[src/rtl/aix_dma_pkg.sv]
// Shared definitions for the DMA read scheduler slice.
// Contents: FSM state encoding, requester index constants, default
// word-count width and a helper for sizing index fields.
package aix_dma_pkg;

  localparam int unsigned BITS_TRANS_DEF = 18;

  // Requester slots on the scheduler's request vector
  localparam int unsigned REQ_WGT  = 0;
  localparam int unsigned REQ_BIAS = 1;
  localparam int unsigned REQ_IFM  = 2;

  // Scheduler FSM encoding (kept as plain constants for legacy tooling)
  localparam logic [1:0] ST_IDLE  = 2'd0;
  localparam logic [1:0] ST_START = 2'd1;
  localparam logic [1:0] ST_BUSY  = 2'd2;
  localparam logic [1:0] ST_DONE  = 2'd3;

  // Width of an index into n requesters; never narrower than one bit
  function automatic int unsigned idx_width(input int unsigned n);
    return (n > 1) ? $clog2(n) : 1;
  endfunction

endpackage

[src/rtl/dma_rd_sched_if.sv]
// Functional port between the read scheduler and the AXI read DMA engine.
// master: scheduler side (drives start/addr/len, receives data/valid/done)
// slave : DMA side
//   dma_start_o  one-cycle transfer start
//   dma_addr_o   start byte address
//   dma_len_o    number of 32-bit words
//   dma_data_i   returned word
//   dma_vld_i    returned word valid
//   dma_done_i   transfer complete (coincides with the last beat)
interface dma_rd_sched_if
  import aix_dma_pkg::*;
#(
  parameter int unsigned AXI_WIDTH_AD = 32,
  parameter int unsigned AXI_WIDTH_DA = 32,
  parameter int unsigned BITS_TRANS   = BITS_TRANS_DEF
);

  logic                    dma_start_o;
  logic [AXI_WIDTH_AD-1:0] dma_addr_o;
  logic [BITS_TRANS-1:0]   dma_len_o;
  logic [AXI_WIDTH_DA-1:0] dma_data_i;
  logic                    dma_vld_i;
  logic                    dma_done_i;

  modport master (
    output dma_start_o, dma_addr_o, dma_len_o,
    input  dma_data_i, dma_vld_i, dma_done_i
  );

  modport slave (
    input  dma_start_o, dma_addr_o, dma_len_o,
    output dma_data_i, dma_vld_i, dma_done_i
  );

endinterface

[src/rtl/dma_rd_sched_rr_arbiter.sv]
// Combinational round-robin picker.
//   req  request vector
//   ptr  highest-priority index for this pick
//   gnt  one-hot grant of the first set request at or after ptr (wrapping)
//   idx  binary index of the winner
//   any  at least one request is set
module rr_arbiter
  import aix_dma_pkg::*;
#(
  parameter int unsigned NUM_REQ = 3,
  localparam int unsigned IDX_W  = idx_width(NUM_REQ)
) (
  input  logic [NUM_REQ-1:0] req,
  input  logic [IDX_W-1:0]   ptr,
  output logic [NUM_REQ-1:0] gnt,
  output logic [IDX_W-1:0]   idx,
  output logic               any
);

  int unsigned cand;

  always_comb begin
    gnt  = '0;
    idx  = '0;
    any  = 1'b0;
    cand = 0;
    for (int unsigned i = 0; i < NUM_REQ; i++) begin
      cand = 32'(ptr) + i;
      if (cand >= NUM_REQ) begin
        cand = cand - NUM_REQ;
      end
      if (!any && req[cand[IDX_W-1:0]]) begin
        any                   = 1'b1;
        gnt[cand[IDX_W-1:0]]  = 1'b1;
        idx                   = cand[IDX_W-1:0];
      end
    end
  end

endmodule

[src/rtl/dma_rd_sched.sv]
// Round-robin scheduler sharing one AXI read DMA among NUM_REQ loaders
// (0 = weights, 1 = bias/scale, 2 = input feature map).
// Ports:
//   clk, rstn     clock, asynchronous active-low reset
//   req_i         per-requester level request, held until done_o
//   req_addr_i    packed start addresses, slice k = requester k
//   req_len_i     packed word counts, slice k = requester k
//   gnt_o         one-hot grant, held for the whole transfer
//   rd_data_o     returned word (shared bus)
//   rd_vld_o      one-hot data valid, only while the DMA is streaming
//   done_o        one-cycle completion pulse for the granted requester
//   err_o         sticky beat-count mismatch flag
//   dma           functional port to the DMA engine
module dma_rd_sched
  import aix_dma_pkg::*;
#(
  parameter int unsigned NUM_REQ      = 3,
  parameter int unsigned BITS_TRANS   = BITS_TRANS_DEF,
  parameter int unsigned AXI_WIDTH_AD = 32,
  parameter int unsigned AXI_WIDTH_DA = 32
) (
  input  logic                            clk,
  input  logic                            rstn,
  input  logic [NUM_REQ-1:0]              req_i,
  input  logic [NUM_REQ*AXI_WIDTH_AD-1:0] req_addr_i,
  input  logic [NUM_REQ*BITS_TRANS-1:0]   req_len_i,
  output logic [NUM_REQ-1:0]              gnt_o,
  output logic [AXI_WIDTH_DA-1:0]         rd_data_o,
  output logic [NUM_REQ-1:0]              rd_vld_o,
  output logic [NUM_REQ-1:0]              done_o,
  output logic                            err_o,
  dma_rd_sched_if.master                  dma
);

  localparam int unsigned IDX_W = idx_width(NUM_REQ);

  logic [1:0]              state;
  logic [IDX_W-1:0]        ptr;
  logic [BITS_TRANS-1:0]   beat_cnt;
  logic                    start_q;
  logic [AXI_WIDTH_AD-1:0] addr_q;
  logic [BITS_TRANS-1:0]   len_q;

  logic [NUM_REQ-1:0]      arb_gnt;
  logic [IDX_W-1:0]        arb_idx;
  logic                    arb_any;
  logic [IDX_W-1:0]        ptr_next;
  logic [AXI_WIDTH_AD-1:0] win_addr;
  logic [BITS_TRANS-1:0]   win_len;
  logic                    busy;

  rr_arbiter #(.NUM_REQ(NUM_REQ)) u_arb (
    .req (req_i),
    .ptr (ptr),
    .gnt (arb_gnt),
    .idx (arb_idx),
    .any (arb_any)
  );

  // The grant is one-hot, so the winner's fields are an AND-OR select
  always_comb begin
    win_addr = '0;
    win_len  = '0;
    for (int unsigned k = 0; k < NUM_REQ; k++) begin
      if (arb_gnt[k]) begin
        win_addr = win_addr | req_addr_i[k*AXI_WIDTH_AD +: AXI_WIDTH_AD];
        win_len  = win_len  | req_len_i[k*BITS_TRANS +: BITS_TRANS];
      end
    end
  end

  // Pointer moves just past the winner; with one requester it stays 0
  assign ptr_next = (arb_idx == IDX_W'(NUM_REQ - 1)) ? '0 : arb_idx + 1'b1;

  assign busy      = (state == ST_BUSY);
  assign rd_data_o = dma.dma_data_i;
  assign rd_vld_o  = busy ? (gnt_o & {NUM_REQ{dma.dma_vld_i}}) : '0;

  assign dma.dma_start_o = start_q;
  assign dma.dma_addr_o  = addr_q;
  assign dma.dma_len_o   = len_q;

  always_ff @(posedge clk or negedge rstn) begin
    if (!rstn) begin
      state    <= ST_IDLE;
      ptr      <= '0;
      beat_cnt <= '0;
      start_q  <= 1'b0;
      addr_q   <= '0;
      len_q    <= '0;
      gnt_o    <= '0;
      done_o   <= '0;
      err_o    <= 1'b0;
    end else begin
      start_q <= 1'b0;
      done_o  <= '0;
      case (state)
        ST_IDLE: begin
          if (arb_any) begin
            gnt_o    <= arb_gnt;
            addr_q   <= win_addr;
            len_q    <= win_len;
            ptr      <= ptr_next;
            beat_cnt <= '0;
            // The DMA never completes a zero-length transfer, so skip it
            if (win_len == '0) begin
              state  <= ST_DONE;
              done_o <= arb_gnt;
            end else begin
              state   <= ST_START;
              start_q <= 1'b1;
            end
          end
        end
        ST_START: begin
          state <= ST_BUSY;
        end
        ST_BUSY: begin
          if (dma.dma_vld_i) begin
            beat_cnt <= beat_cnt + 1'b1;
          end
          if (dma.dma_done_i) begin
            state  <= ST_DONE;
            done_o <= gnt_o;
            // Done arrives with the last beat, so that beat is not yet counted
            if ((beat_cnt + BITS_TRANS'(dma.dma_vld_i)) != len_q) begin
              err_o <= 1'b1;
            end
          end
        end
        ST_DONE: begin
          gnt_o <= '0;
          state <= ST_IDLE;
        end
        default: begin
          state <= ST_IDLE;
        end
      endcase
    end
  end

endmodule
[src/flat_wrapper.sv]
// flat-port wrapper written by rule: the top's interface ports become plain ports
module dma_rd_sched_flat import aix_dma_pkg::*;
#(
  parameter int unsigned NUM_REQ      = 3,
  parameter int unsigned BITS_TRANS   = BITS_TRANS_DEF,
  parameter int unsigned AXI_WIDTH_AD = 32,
  parameter int unsigned AXI_WIDTH_DA = 32
)
  (clk, rstn, req_i, req_addr_i, req_len_i, gnt_o, rd_data_o, rd_vld_o, done_o, err_o, dma_dma_start_o, dma_dma_addr_o, dma_dma_len_o, dma_dma_data_i, dma_dma_vld_i, dma_dma_done_i);
  dma_rd_sched_if #(.AXI_WIDTH_AD(AXI_WIDTH_AD), .AXI_WIDTH_DA(AXI_WIDTH_DA), .BITS_TRANS(BITS_TRANS)) dma_i ();
  input  logic clk;
  input  logic rstn;
  input  logic [NUM_REQ-1:0] req_i;
  input  logic [NUM_REQ*AXI_WIDTH_AD-1:0] req_addr_i;
  input  logic [NUM_REQ*BITS_TRANS-1:0] req_len_i;
  output logic [NUM_REQ-1:0] gnt_o;
  output logic [AXI_WIDTH_DA-1:0] rd_data_o;
  output logic [NUM_REQ-1:0] rd_vld_o;
  output logic [NUM_REQ-1:0] done_o;
  output logic err_o;
  output wire logic [$bits(dma_i.dma_start_o)-1:0] dma_dma_start_o;
  output wire logic [$bits(dma_i.dma_addr_o)-1:0] dma_dma_addr_o;
  output wire logic [$bits(dma_i.dma_len_o)-1:0] dma_dma_len_o;
  input wire logic [$bits(dma_i.dma_data_i)-1:0] dma_dma_data_i;
  input wire logic [$bits(dma_i.dma_vld_i)-1:0] dma_dma_vld_i;
  input wire logic [$bits(dma_i.dma_done_i)-1:0] dma_dma_done_i;
  assign dma_dma_start_o = dma_i.dma_start_o;
  assign dma_dma_addr_o = dma_i.dma_addr_o;
  assign dma_dma_len_o = dma_i.dma_len_o;
  assign dma_i.dma_data_i = dma_dma_data_i;
  assign dma_i.dma_vld_i = dma_dma_vld_i;
  assign dma_i.dma_done_i = dma_dma_done_i;
  dma_rd_sched #(.NUM_REQ(NUM_REQ), .BITS_TRANS(BITS_TRANS), .AXI_WIDTH_AD(AXI_WIDTH_AD), .AXI_WIDTH_DA(AXI_WIDTH_DA)) u_core (.clk(clk), .rstn(rstn), .req_i(req_i), .req_addr_i(req_addr_i), .req_len_i(req_len_i), .gnt_o(gnt_o), .rd_data_o(rd_data_o), .rd_vld_o(rd_vld_o), .done_o(done_o), .err_o(err_o), .dma(dma_i));
endmodule
[config.mk]
export PLATFORM = sky130hd
export DESIGN_NAME = dma_rd_sched_flat
export DESIGN_NICKNAME = d
export VERILOG_FILES = /design/src/rtl/aix_dma_pkg.sv /design/src/rtl/dma_rd_sched_if.sv /design/src/rtl/dma_rd_sched_rr_arbiter.sv /design/src/rtl/dma_rd_sched.sv /design/src/flat_wrapper.sv
export SDC_FILE = /design/constraint.sdc
export NUM_CORES = 1
export LEC_CHECK = 0
export BUFFER_PORTS_ARGS = -buffer_cell sky130_fd_sc_hd__clkbuf_2
export CAP_MARGIN = 30
export CORE_ASPECT_RATIO = 0.6
export CORE_UTILIZATION = 40
export CTS_CLUSTER_DIAMETER = 50
export DETAILED_ROUTE_END_ITERATION = 16
export GPL_TIMING_DRIVEN = 0
export PLACE_DENSITY = 0.74
export SLEW_MARGIN = 20
export SYNTH_ARGS = -nofsm -noshare
export SYNTH_HDL_FRONTEND = slang
export SYNTH_HIERARCHICAL = 1
export SYNTH_SLANG_ARGS = --single-unit
[constraint.sdc]
create_clock -name clk -period 3.1 [get_ports clk]
set_input_delay 0.775 -clock clk [delete_from_list [all_inputs] [get_ports clk]]
set_output_delay 0.775 -clock clk [all_outputs]
set_load 0.02 [all_outputs]
==> flow_summary_export.csv, run 1 <==
group,metric,value,unit
synth,synth_seq_cells,80,
synth,ys_types,50,
floorplanning,dieArea,12700,sq um
synth,synth.most_common_cell,"dfrtp_1",
synth,yosys_warnings,6,
layout,drive_above_1_share,43.5,%
clock_tree,clk_pin_slew,0.07,ns
floorplanning,coreArea,11600,sq um
synth,ys_async_sr_fraction,100,%
synth,synth_top_area_share,40.9,%
clock_tree,hold_buffers,0,
timing,final.min_clock_period,3.23,ns
drt,firstDrtPassIters,8,
power,p_leak,3.39,nW
layout,antenna_cells,0,
synth,synth_nets,740,
clock_tree,clock-root-buffer,"clkbuf_16",
worst_setup_path,worstSetupPathType,"reg -> reg",
timing,hold_viol,0,
synth,synth_edf_count,0,
synth,postSynthAreaPerCell,9.05,sq um
synth,synth_area_leader_cell,"dfrtp_1",
clock_tree,cts_tree,"built",
synth,syn_inst,541,
floorplanning,start_util,42.2,%
placed_design,place.gp.congestion,0.922,
status,status,"finished, violations left",
placed_design,dp.cells,951,
clock_tree,cts_buffers,9,
clock_tree,clk_latency,0.35,ns
layout,syn2layout_area_growth,42.7,%
global_route,overflow,0,
synth,seq_area_frac_synth,40.9,%
clock_tree,cts_buffer_depth,2,
layout,final_util,60.2,%
drt,antenna_left,0,
worst_setup_path,cp-end-kind,"register",
timing,fmax,0.309,GHz
timing,slew_headroom,60.4,%
placed_design,place_ws,-0.659,ns
timing,setup_viol,5,
timing,slew_viol_final,0,
global_route,antenna_found_initial,0,
synth,ys_top_cells_by_count,"dfrtp_1, nand2_1, o21ai_0",
global_route,grt_max_degree,45,
placed_design,place_hpwl,16000,microns
timing,fin_skew,0.0141,ns
status,violations,"setup timing",
drt,drtIter0Drc,755,
drt,viasPerCell,5.74,
worst_setup_path,worst-path-max-fanout,10,
floorplanning,chipHeight,87.7,microns
worst_setup_path,critPathLaunchType,"register",
timing,rsz0062_at_grt,"true",
drt,num_vias,5645,
global_route,grt_pass1_vias,5409,
worst_setup_path,cp_data_required_time,3.39,ns
floorplanning,die_w,145,microns
clock_tree,numClockSinks,80,
drt,wl_per_cell,20.7,microns
layout,nFillCells,1022,
power,powerDensity,1060,nW/um^2
drt,drc,0,
hold_path,hold_class,"in -> async",
synth,syn-cell-area,4890,sq um
placed_design,port_buffers,249,
timing,hold_ws,0.440,ns
clock_tree,htree_num_levels,3,
layout,layout.nets,1017,
global_route,grtUsageTotal,31.9,%
power,power,7.39,mW
synth,ys.flop_type,"dfrtp_1",
synth,yosys-top-cells-area,"dfrtp_1, a222oi_1, o21ai_0",
power,irDropWorstVdd,468,uV
worst_setup_path,crit_arrival,3.52,ns
timing,min_period_over_period,104,%
drt,wirelength,20400,microns
job,maxCapViolCount,0,
floorplanning,num_rows,30,
timing,tightest_slew,0.594,ns
layout,fin_cells,983,
timing,worst_slack,-0.132,ns
global_route,grt_pass1_wl,29700,microns
floorplanning,ioPinCount,282,
per-stage QoR:
stage	cell area, sq um	setup TNS, ns
after floorplan	4890	0
after global placement	6340	-5.43
after detailed placement	6360	-10.57
after CTS	6910	-0.503
after global routing	6990	-2.51
final	6990	-0.527
report_power, final:
part	switching [mW]	internal, mW
Sequential	0.314	1.42
Combinational	2.82	1.71
Clock	0.459	0.672
final cells by class:
type | count | area, sq um | share of cell area (%)
Clock inverter | 5 | 62.6 | 0.896
Buffer | 72 | 447 | 6.39
Sequential cell | 80 | 2000 | 28.7
Timing Repair Buffer | 268 | 1410 | 20.2
Tap cell | 160 | 200 | 2.87
Inverter | 11 | 41.3 | 0.591
Multi-Input combinational cell | 376 | 2570 | 36.8
Clock buffer | 11 | 253 | 3.62
sequential cells by signal (all words and copies together), names as in the netlist:
name and count:
u_core/state 2, u_core/err_o 1, u_core/dma.dma_addr_o 32, u_core/dma.dma_start_o 1, u_core/done_o 3, u_core/ptr 2, u_core/gnt_o 3, u_core/dma.dma_len_o 18
u_core/beat_cnt 18
cell families (layout without fill, tap and decap cells):
family / count (synthesis) / count (layout) / share of synthesized area [%]
AOI/OAI and AO/OA: 151 / 151 / 21.8
xor gates and xnor gates: 38 / 38 / 6.80
adders and majority gates: 10 / 10 / 2.56
buffers and inverters: 85 / 367 / 9.38
DFF: 80 / 80 / 40.9
muxes: 4 / 4 / 1.07
and+or+nand+nor: 173 / 173 / 17.5
worst max-delay path, cell delays in order (launching register included):
cell and delay, ns:
dfrtp_2 0.45, ha_4 0.17, buf_8 0.13, mux2i_4 0.19
buf_6 0.12, o2111ai_2 0.18, a22oi_2 0.16, buf_6 0.19
a222oi_1 0.52, nand4_1 0.23, or4_4 0.51, nor2_4 0.15
a32o_1 0.15
per-layer routing:
metal	GRT usage (%)	vias up	wire [microns]
li1	-	2535	-
met1	42.8	2722	8240
met2	49.1	349	9370
met3	10.0	39	2160
met4	10.6	0	580
met5	0	-	0
placed cells by master, fill, tap and decap left out, types with 3 or more instances in the layout:
| cell | instances |
|---|---|
| a222oi_1 | 50 |
| buf_4 | 51 |
| and2_1 | 3 |
| inv_1 | 9 |
| or3_1 | 3 |
| nand3b_1 | 4 |
| nand3_1 | 10 |
| nor4_1 | 4 |
| dfrtp_1 | 79 |
| nand4_1 | 13 |
| clkbuf_1 | 17 |
| nor2_1 | 25 |
| buf_6 | 3 |
| nor2b_1 | 8 |
| clkbuf_2 | 253 |
| xor2_1 | 15 |
| buf_1 | 6 |
| a22oi_1 | 3 |
| clkbuf_16 | 9 |
| ha_1 | 6 |
| a32o_1 | 3 |
| and3_1 | 5 |
| clkbuf_4 | 4 |
| o21ai_0 | 63 |
| nor3_1 | 5 |
| ha_4 | 3 |
| xnor2_1 | 23 |
| nand2_1 | 70 |
| a21oi_1 | 13 |
| buf_2 | 4 |
| o21ai_1 | 3 |
| and4_1 | 5 |
worst paths after layout:
check	startpoint	endpoint	slack [ns]	depth (start not counted)
worst min register to register	u_core/dma.dma_addr_o[20]$_DFFE_PN0P_	u_core/dma.dma_addr_o[20]$_DFFE_PN0P_	0.49	2
max in group asynchronous	rstn	u_core/dma.dma_addr_o[1]$_DFFE_PN0P_	2.02	2
min in group clk	u_core/dma.dma_addr_o[20]$_DFFE_PN0P_	u_core/dma.dma_addr_o[20]$_DFFE_PN0P_	0.49	2
worst max register to register	u_core/ptr[0]$_DFFE_PN0P_	u_core/done_o[0]$_DFF_PN0_	-0.13	12
worst min-delay path	rstn	u_core/dma.dma_len_o[9]$_DFFE_PN0P_	0.44	1
worst max-delay path	u_core/ptr[0]$_DFFE_PN0P_	u_core/done_o[0]$_DFF_PN0_	-0.13	12
what timing repair did:
action,in CTS,in global routing
resized for setup,34,23
pin swaps,22,13
cloned,0,0
setup endpoints to repair,70,62
setup buffers,16,2
Power figures use the tool's default switching activity.
==> run 2, diff against run 1 <==
Settings changed: REMOVE_ABC_BUFFERS set to 1.
==> run 2 against run 1 <==
  * The flow still finishes with violations (setup timing)
  * Clock skew down 0.0067 ns
  * Non-clock buffer count down 91
  * Sequential share of layout area up 1.5 points
  * Clock-buffer cell count unchanged
  * Clock power about the same
  * Global-route usage down 4.4 points
  * Sequential cell count unchanged
  * Critical path depth up 2
  * Worst hold slack worse by 0.034 ns
  * Final cell count down 9.2%
  * Highest routed layer is now met5
  * Utilization down 2.9 points
  * Power up 1.5%
==> flow_summary_export.csv, run 2 (synthesized netlist as in run 1, its figures left out) <==
group,metric,value,unit
global_route,grt_max_degree,64,
status,violations,"setup timing",
floorplanning,dieArea,12700,sq um
placed_design,place.gp.congestion,0.885,
global_route,grt_pass1_wl,26000,microns
timing,slew_headroom,50.7,%
power,pwr-share-comb,61.6,%
drt,num_vias,5147,
timing,final.min_clock_period,3.36,ns
power,p_seq_share,23.0,%
drt,wl_per_cell,19.7,microns
global_route,overflow,0,
layout,final_common_cell,"clkbuf_2",
layout,largest_register_ffs,32,
layout,drive_above_1_share,40.1,%
power,irDropWorstVdd,690,uV
worst_setup_path,cp-end-kind,"register",
worst_setup_path,cp_data_required_time,3.37,ns
floorplanning,die_w,145,microns
worst_setup_path,crit_arrival,3.63,ns
timing,fin_skew,0.00736,ns
power,swShare,45.2,%
floorplanning,coreArea,11600,sq um
drt,wirelength,17600,microns
placed_design,place_hpwl,12800,microns
timing,slew_viol_final,0,
worst_setup_path,crit_path_end,"u_core/done_o[0]$_DFF_PN0_",
global_route,grtUsageTotal,27.5,%
power,clkPwrFrac,15.4,%
layout,layout.nets,927,
drt,drc,0,
timing,rsz0062_at_grt,"true",
global_route,grt_pass1_vias,4781,
worst_setup_path,cpPeakStageDelay,0.63,ns
worst_setup_path,crit_slowest_cell,"or4_4",
floorplanning,start_util,42.2,%
clock_tree,cts_buffers,9,
clock_tree,cts_tree,"built",
layout,antenna_cells,0,
worst_setup_path,crit_chain,"inv_2 > ha_4 > mux2i_4 > o21ai_4 > a21oi_2 > a22oi_2 > buf_6 > buf_6 > a222oi_1 > buf_4 > nand4_1 > or4_4 > nor2_4 > a32o_1",
clock_tree,clock-root-buffer,"clkbuf_16",
status,status,"finished, violations left",
worst_setup_path,r2r_slack,-0.26,ns
timing,setup_viol,5,
floorplanning,num_rows,30,
timing,min_period_over_period,108,%
layout,nFillCells,1032,
worst_setup_path,r2r_cells,14,
worst_setup_path,crit_top_cell,"buf_6",
global_route,antenna_found_initial,0,
power,p_leak,3.13,nW
power,internal-power,4.11,mW
power,powerDensity,1130,nW/um^2
worst_setup_path,cp.depth,14,
drt,firstDrtPassIters,6,
drt,drtIter0Drc,528,
clock_tree,clk_latency,0.33,ns
hold_path,hold_class,"in -> async",
clock_tree,cts_buffer_depth,2,
layout,syn2layout_area_growth,35.8,%
worst_setup_path,rr_endpoint,"u_core/done_o[0]$_DFF_PN0_",
timing,hold_ws,0.405,ns
worst_setup_path,critical_path_buf_inv_count,4,
job,maxCapViolCount,0,
clock_tree,numClockSinks,80,
worst_setup_path,critPathLaunchType,"register",
worst_setup_path,worstSetupPathType,"reg -> reg",
drt,antenna_left,0,
worst_setup_path,worst-path-max-fanout,7,
clock_tree,clk_pin_slew,0.06,ns
clock_tree,htree_num_levels,3,
layout,final_cell_mix,"clkbuf_2, dfrtp_1, nand2_1",
placed_design,port_buffers,217,
worst_setup_path,crit_start,"u_core/ptr[1]$_DFFE_PN0P_",
timing,worst_slack,-0.259,ns
worst_setup_path,r2r_start,"u_core/ptr[1]$_DFFE_PN0P_",
floorplanning,chipHeight,87.7,microns
placed_design,place_ws,-0.977,ns
timing,fmax,0.298,GHz
worst_setup_path,path_delay_family,"simple AND/OR/NAND/NOR gates",
timing,tightest_slew,0.738,ns
power,switching_power,3.39,mW
drt,viasPerCell,5.76,
timing,hold_viol,0,
timing,setup_tns,-1.20,ns
floorplanning,ioPinCount,282,
run 2: cell types whose count changed in the layout (fill, tap and decap cells not counted), moves of 3 or more:
| cell | before | now |
|---|---|---|
| buf_1 | 6 | 0 |
| buf_16 | 0 | 3 |
| buf_2 | 4 | 1 |
| buf_4 | 51 | 20 |
| clkbuf_1 | 17 | 1 |
| clkbuf_2 | 253 | 216 |
| clkbuf_4 | 4 | 1 |
run 2: worst register-to-register path, stage by stage, from the launching register on:
cell,delay [ns]
dfrtp_2,0.44
inv_2,0.09
ha_4,0.19
mux2i_4,0.29
o21ai_4,0.11
a21oi_2,0.16
a22oi_2,0.10
buf_6,0.17
buf_6,0.14
a222oi_1,0.34
buf_4,0.20
nand4_1,0.14
or4_4,0.63
nor2_4,0.17
a32o_1,0.15
run 2: power groups by stage:
| stage | clock network, mW | registers, mW | logic [mW] |
|---|---|---|---|
| after floorplan | 0 | 2.04 | 2.04 |
| after global routing | 1.24 | 1.77 | 4.98 |
| after detailed placement | 0 | 1.73 | 3.81 |
| after CTS | 1.19 | 1.72 | 4.47 |
| after global placement | 0 | 1.70 | 3.11 |
| final | 1.16 | 1.72 | 4.62 |
run 2: how the worst min path moves through the flow:
stage                                       endpoint
2_1_floorplan         u_core/beat_cnt[0]$_DFFE_PN0P_
3_3_place_gp   u_core/dma.dma_addr_o[31]$_DFFE_PN0P_
3_5_place_dp   u_core/dma.dma_addr_o[27]$_DFFE_PN0P_
4_1_cts        u_core/dma.dma_addr_o[11]$_DFFE_PN0P_
5_1_grt        u_core/dma.dma_addr_o[11]$_DFFE_PN0P_
6_report       u_core/dma.dma_addr_o[11]$_DFFE_PN0P_
run 2: per-stage QoR:
stage	util [%]	total power [mW]	cells	area, sq um
3_5_place_dp	51.2	5.54	851	5930
3_3_place_gp	49.7	4.81	844	5760
6_report	57.3	7.50	893	6650
4_1_cts	56.8	7.38	891	6590
5_1_grt	57.3	7.99	893	6650
2_1_floorplan	-	4.07	467	4480
run 2: area by class of cell:
class / instances / area (sq um) / share of cell area [%]
clock buffer: 11 / 243 / 3.65
inverter: 11 / 41.3 / 0.621
sequential: 80 / 2000 / 30.1
tap: 160 / 200 / 3.01
multi-input combinational: 377 / 2600 / 39.1
timing repair buffer: 249 / 1480 / 22.2
clock inverter: 5 / 80.1 / 1.21
run 2: routing by layer:
metal	GRT usage (%)	vias up	wire length, microns
li1	-	2360	-
met1	37.1	2467	7750
met2	41.0	298	7850
met3	9.57	20	1680
met4	8.33	2	269
met5	4.51	-	41
run 2: what timing repair did:
item	in CTS	in global routing
setup endpoints to repair	21	17
resized for setup	27	5
pin swaps	20	6
cloned	3	1
hold buffers	0	0
setup buffers	21	1
